`src/rtl/pulse_handshake_tx.sv`:
```
// rtl/pulse_handshake_tx.sv - event-counting 4-phase request/acknowledge transmitter
module pulse_handshake_tx #(
    parameter int CNT_W       = 4,
    parameter int SYNC_STAGES = 2
) (
    input  logic             clk,
    input  logic             rst,
    input  logic             pulse_in,
    input  logic             ack_async,
    output logic             req_out,
    output logic             busy,
    output logic [CNT_W-1:0] pending,
    output logic             done,
    output logic             overflow
);

    localparam logic [CNT_W-1:0] P_MAX = '1;

    typedef enum logic [1:0] {
        IDLE = 2'd0,
        REQ  = 2'd1,
        REL  = 2'd2
    } state_t;

    state_t                 r_state;
    logic [SYNC_STAGES-1:0] r_sync;
    logic [CNT_W-1:0]       r_pending;
    logic                   r_req;
    logic                   r_busy;
    logic                   r_done;
    logic                   r_overflow;

    logic w_ack_s;
    logic w_launch;
    logic w_drop;
    logic w_inc;
    logic w_dec;

    // Only the last synchronizer stage is ever looked at.
    assign w_ack_s = r_sync[SYNC_STAGES-1];

    // A stale ack (still high while idle) blocks a new launch until it falls.
    assign w_launch = (r_state == IDLE) && !w_ack_s && ((r_pending != '0) || pulse_in);

    // An event is lost only when the counter is full and nothing drains it this cycle.
    assign w_drop = pulse_in && (r_pending == P_MAX) && !w_launch;
    assign w_inc  = pulse_in && !w_drop;

    // A launch with an empty counter is fed by the same-cycle pulse, so inc and dec cancel.
    assign w_dec  = w_launch;

    assign req_out  = r_req;
    assign busy     = r_busy;
    assign pending  = r_pending;
    assign done     = r_done;
    assign overflow = r_overflow;

    // Ack synchronizer shift chain.
    always_ff @(posedge clk) begin
        if (rst) begin
            r_sync <= '0;
        end else begin
            r_sync <= {r_sync[SYNC_STAGES-2:0], ack_async};
        end
    end

    // Pending-event counter and sticky overflow flag.
    always_ff @(posedge clk) begin
        if (rst) begin
            r_pending  <= '0;
            r_overflow <= 1'b0;
        end else begin
            if (w_inc && !w_dec) begin
                r_pending <= r_pending + 1'b1;
            end else if (!w_inc && w_dec) begin
                r_pending <= r_pending - 1'b1;
            end
            if (w_drop) begin
                r_overflow <= 1'b1;
            end
        end
    end

    // Handshake FSM with registered req/busy/done.
    always_ff @(posedge clk) begin
        if (rst) begin
            r_state <= IDLE;
            r_req   <= 1'b0;
            r_busy  <= 1'b0;
            r_done  <= 1'b0;
        end else begin
            r_done <= 1'b0;
            case (r_state)
                IDLE: begin
                    if (w_launch) begin
                        r_state <= REQ;
                        r_req   <= 1'b1;
                        r_busy  <= 1'b1;
                    end
                end
                REQ: begin
                    if (w_ack_s) begin
                        r_state <= REL;
                        r_req   <= 1'b0;
                    end
                end
                REL: begin
                    if (!w_ack_s) begin
                        r_state <= IDLE;
                        r_busy  <= 1'b0;
                        r_done  <= 1'b1;
                    end
                end
                default: begin
                    r_state <= IDLE;
                    r_req   <= 1'b0;
                    r_busy  <= 1'b0;
                end
            endcase
        end
    end

endmodule

```
`config.mk`:
```
export PLATFORM = sky130hd
export DESIGN_NAME = pulse_handshake_tx
export DESIGN_NICKNAME = d
export VERILOG_FILES = /design/src/rtl/pulse_handshake_tx.sv
export SDC_FILE = /design/constraint.sdc
export NUM_CORES = 1
export LEC_CHECK = 0
export BUFFER_PORTS_ARGS = -buffer_cell sky130_fd_sc_hd__buf_4
export CAP_MARGIN = 5
export CORE_MARGIN = 5
export CORE_UTILIZATION = 41
export DETAILED_ROUTE_END_ITERATION = 10
export GPL_ROUTABILITY_DRIVEN = 0
export HOLD_SLACK_MARGIN = 0.15
export PLACE_DENSITY = 0.65
export REMOVE_ABC_BUFFERS = 1
export SETUP_SLACK_MARGIN = 0.05
export SLEW_MARGIN = 20
export SYNTH_ARGS = -nofsm -noshare
export SYNTH_HDL_FRONTEND = slang
export SYNTH_SLANG_ARGS = --single-unit
```
`constraint.sdc`:
```
create_clock -name clk -period 2.1 [get_ports clk]
set_input_delay 0.105 -clock clk [delete_from_list [all_inputs] [get_ports clk]]
set_output_delay 0.105 -clock clk [all_outputs]
set_load 0.02 [all_outputs]
```
Yosys cells after proc, flatten, opt, wreduce, memory -nomap -nowiden
Index checks and enable logic that the tools add are counted.
W data, S select, Z words.

storage, ports and cells
  register bits = 12
  latch bits = 0
  RAM bits = 0
  bits in read-only memories = 0
  output and inout port bits = 8
  memories kept = 0

operators by class
  add/subtract/negate cells = 2
  $mul = 0
  divide/modulo/power cells = 0
  order comparisons = 0
  equality and inequality tests = 6
  shift-type cells = 0
  mux-type cells = 12
  bitwise gates (word level) = 2
  reductions and logical operators = 19

operators by type and width
  operator               count
  $reduce_and A3 Y1      3
  $mux W4                2
  $logic_and A1 B1 Y1    7
  $mux W2                3
  $ne A2 B2 Y1 const B   3
  $pmux W1 S3            2
  $pmux W2 S3            1
  $add A4 B1 Y4 const B  1
  $eq A4 B4 Y1 const B   1
  $logic_not A1 Y1       4
  $mux W1                4
  $reduce_bool A4 Y1     1
  $sub A4 B1 Y4 const B  1
  $eq A2 B1 Y1 const B   1
  $eq A2 B2 Y1 const B   1
  $logic_not A2 Y1       1
  $not A1 Y1             2
  $reduce_bool A2 Y1     1
  $reduce_or A2 Y1       1
  $logic_or A1 B1 Y1     1

Longest topological paths before layout
  word-level depth = 11
  depth in mapped cells = 10
  depth with buffers taken out = 10

Worst setup path before layout
No wires, ideal clock.

  kind = register to register
  start = register r_pending[0] (netlist: pending[0])
  end = register r_pending[3] (netlist: pending[3])
  data arrival time = 2172 ps
  required time = 1977 ps
  path slack = -196 ps
  cell stages (with the launch flop) = 11
  period minus slack after synthesis = 2296 ps
  path through = dfxtp_1 nand4_1 nor2_1 nor2b_1 ha_1 inv_1 ha_1 a21oi_1 a211oi_2 a31oi_1 mux2_1

between the ends
  cells in the longest elaborated chain, start to end = 10
  elaborated cells on any way between the ends = 17

ends and longest elaborated chain
  element                              line    text
  start: declaration                   27      logic [CNT_W-1:0] r_pending;
  start signal: assignment             74      r_pending <= r_pending + 1'b1;
  start signal: assignment             76      r_pending <= r_pending - 1'b1;
  $reduce_bool A4 Y1                   43      assign w_launch = (r_state == IDLE) && !w_ack_s && ((r_pending != '0) || pulse_in);
  $logic_or A1 B1 Y1                   43
  $logic_and A1 B1 Y1                  43
  $logic_not A1 Y1                     46, 73
  $logic_and A1 B1 Y1                  46      assign w_drop = pulse_in && (r_pending == P_MAX) && !w_launch;
  $logic_not A1 Y1                     47      assign w_inc = pulse_in && !w_drop;
  $logic_and A1 B1 Y1                  47
  $logic_not A1 Y1                     75      end else if (!w_inc && w_dec) begin
  $logic_and A1 B1 Y1                  75
  $reduce_bool A2 Y1 (no source line)  -

Several ways; a longest one is shown, not always the timed one. The select of a mux whose other input is x is not followed.
A chain may end at the register's enable or synchronous reset.

Worst setup path after layout
  start = register r_state[1]
  end = register r_pending[3] (netlist: pending[3])

between the ends
  cells in the longest elaborated chain, start to end = 10
  elaborated cells on any way between the ends = 12

ends and longest elaborated chain
  element                                line    text
  start: declaration                     25      state_t r_state;
  start signal: assignment               87      r_state <= IDLE;
  start signal: assignment               96      r_state <= REQ;
  start signal: assignment               103     r_state <= REL;
  $logic_not A2 Y1 (*)                   43
  $logic_and A1 B1 Y1 (*) (2 in series)  43
  $logic_not A1 Y1                       46, 73
  $logic_and A1 B1 Y1                    46
  $logic_not A1 Y1                       47
  $logic_and A1 B1 Y1                    47
  $logic_not A1 Y1                       75
  $logic_and A1 B1 Y1                    75
  $reduce_bool A2 Y1 (no source line)    -

Mark *: on every way between the ends. The rest lies on a longest branch, timed or not.

==> results.toml <==
[grt]
overflow = 0
grt_use_total = 0.134
grt_pass1_vias = 525
grt_max_degree = 14
antenna_found_initial = 0
grt_pass1_wl_um = 2000

[critical_path]
startpoint = "r_state[1]$_SDFFE_PP0P_"
end_kind = "flip-flop"
slowest_stage = "mux2_1"
start_kind = "flip-flop"
r2r_slack_ps = -50
cp_max_fo = 3
arrival_ps = 2310
critPathCapture = "pending[3]$_SDFFE_PP0P_"
cpPeakStageDelay_ps = 350
r2r_start = "r_state[1]$_SDFFE_PP0P_"
worstReg2RegEnd = "pending[3]$_SDFFE_PP0P_"
path_cells = "nor3_4, nor2_2, nor2b_1, ha_2, inv_2, ha_4, a21oi_4, a211oi_2, a31oi_1, mux2_1"
timing.critical_path.buf_inv = 1
path_depth = 10
critical_path.top_delay_family = "adder cells"
rr_worst_depth = 10
required_ps = 2260
worst-setup-path-type = "flip-flop to flip-flop"

[floorplanning]
boundaryPins = 12
die_w_um = 46.6
row_count = 13
start_util = 0.427
dieHeight_um = 46.6
die-area_um2 = 2170
core-area_um2 = 1280

[final_layout]
fillers = 101
area_delta_synth_final_pct = 63.3
drive_gt1_frac = 0.467
insertedDiodeCount = 0
finalNetCount = 101

[yosys]
synth_fa_ha_area_frac = 0.105
synth_area_leaders = "dfxtp_1 44%, ha_1 6.8%, nor2_1 6.8%"
syn_inst = 59
synth_top_family_by_area = "simple AND/OR/NAND/NOR gates"
synthXorXnorAreaFrac = 0.0478
yosys_warnings = 0
synth_top_area_cell = "dfxtp_1"
yosysTopAreaCellShare = 0.437
synth_seq_cells = 12
yosys.area_share.simple = 0.216
synthMuxAreaShare = 0.0387
postSynthAreaPerCell_um2 = 9.31
synth_cell_types = 22
syn-cell-area_um2 = 549
synth_compound_area_frac = 0.0979
ys_seq_area_frac = 0.437

[pwr]
pwr-share-comb = 0.558
power.switching_mw = 0.408
power_mw = 1.12
intPower_mw = 0.716
switching_share = 0.363
p_seq_frac = 0.282
peakVddDrop_mv = 0.846
p_per_area_nw_per_um2 = 1250
p_leak_nw = 0.390
clkPwrFrac = 0.160

[status]
violations = "setup timing"
outcome = "finished, violations left"

[timing]
slew_headroom = 0.852
worst_hold_slack_ps = 366
min_period_over_period = 1.02
setup_viol = 1
rsz0062_at_grt = "true"
post-route-min-period_ps = 2150
fmax_mhz = 465
finClkSkew_ps = 1.34
final_hold_viol_count = 0
fin_tns_setup_ps = -52.2
tightest_slew_ps = 219
timing.final.ws_setup_ps = -52.2
slew_viol_final = 0

[clock_tree]
cts_made_buffers = 3
cts_max_level = 1
tritoncts = "built"
path_clk_slew_ps = 70
clkLatencyLatePin_ps = 270
clockRootBuffer = "clkbuf_4"
cts_max_path_buffers = 2
cts_sinks = 12

[routing]
totalWireLength_um = 1250
via_count = 523
drt-vias-per-instance = 4.89
drt_iter0_markers = 3
wl_per_cell_um = 11.6
dr.pass1.iters = 4
drcViolationCount = 0
ant_nets = 0

[worst_hold_path]
hp-class = "input port to flip-flop"

[place]
place_hpwl_um = 846
numPortBuffers = 11
place_ws_ps = -220

[job]
maxCapViolCount = 0
state kept, by name, indices dropped and copies added, names as in the netlist:
name	count
busy	1
done	1
overflow	1
pending	4
r_state	2
r_sync	2
req_out	1
area by class of cell:
type | instances | area (um2) | area share
Multi-Input combinational cell | 43 | 345 | 0.385
Timing Repair Buffer | 31 | 246 | 0.275
Sequential cell | 12 | 243 | 0.271
Clock buffer | 4 | 36.3 | 0.0404
Tap cell | 15 | 18.8 | 0.0209
Inverter | 2 | 7.51 | 0.00837
cell families after synthesis:
group	Yosys count
multiplexers	2
AND/OR/NAND/NOR	25
buffers and inverters	4
flip-flops	12
AO/OA/AOI/OAI	9
XOR/XNOR	3
adder cells (fa/ha/maj)	4
routing by layer:
metal	share of wire	vias to the layer above	GRT usage
met5	0	-	0
met4	0.0064	0	0.0511
met3	0.071	2	0.0625
met2	0.51	13	0.231
met1	0.41	244	0.138
li1	-	264	-
synthesized netlist by cell type:
cell and n:
fa_1 1, nor4_1 1, nand3_1 1, ha_1 3
nor2_1 10, buf_1 1, nor4b_1 1, nand4_1 1
xor2_1 1, inv_1 2, a21oi_1 5, xnor2_1 2
mux2i_1 1, nor3_1 3, dfxtp_1 12, a31oi_1 1
nor2b_1 4, nand2_1 4, o21ai_0 2, buf_12 1
mux2_1 1, a211oi_2 1
per-stage QoR:
step	util	cell area (um2)	cells
final	0.698	897	107
after floorplan	-	526	57
after global placement	0.564	724	96
after CTS	0.673	865	106
after detailed placement	0.564	724	96
after global routing	0.698	897	107
how the worst min path moves through the flow:
stage,startpoint,endpoint,cells past startpoint
final,pulse_in,r_state[0]$_SDFFE_PP0P_,6
after global routing,pulse_in,r_state[0]$_SDFFE_PP0P_,6
after CTS,pulse_in,r_state[0]$_SDFFE_PP0P_,6
after detailed placement,ack_async,r_sync[0]$_SDFF_PP0_,2
after global placement,ack_async,r_sync[0]$_SDFF_PP0_,2
after floorplan,rst,busy$_SDFFE_PP0P_,1
layout by cell type, fill, tap and decap left out, types with 2 or more instances in the layout:
| master | Yosys | final |
|---|---|---|
| dfxtp_2 | 0 | 2 |
| o21ai_0 | 2 | 2 |
| buf_4 | 0 | 26 |
| nor2_1 | 10 | 9 |
| xnor2_1 | 2 | 2 |
| nor3_1 | 3 | 2 |
| nor2b_1 | 4 | 4 |
| clkbuf_4 | 0 | 3 |
| dfxtp_1 | 12 | 10 |
| ha_4 | 0 | 2 |
| dlygate4sd3_1 | 0 | 4 |
| nand2_1 | 4 | 4 |
| a21oi_1 | 5 | 4 |
repair_timing:
item | 4_1_cts | 5_1_grt
gates resized for setup | 10 | 5
setup buffers | 2 | 1
pin swaps | 8 | 6
endpoints found under the hold margin | 11 | 0
hold buffers | 4 | 0
setup endpoints to repair | 2 | 3
worst reg2reg max path, delay by kind of cell (launching register included):
kind	cells	cell delay, ps
adder cells (fa/ha/maj)	2	460
flip-flops	1	340
buffers and inverters	1	60
multiplexers	1	350
AO/OA/AOI/OAI	3	430
AND/OR/NAND/NOR	3	400
power by group through the flow:
| stage | logic (mW) | clock network, mW | registers (mW) |
|---|---|---|---|
| after floorplan | 0.214 | 0 | 0.384 |
| after global placement | 0.497 | 0 | 0.315 |
| after detailed placement | 0.507 | 0 | 0.319 |
| after CTS | 0.580 | 0.186 | 0.315 |
| after global routing | 0.686 | 0.198 | 0.324 |
| final | 0.627 | 0.180 | 0.316 |
Power figures use the tool's default switching activity.
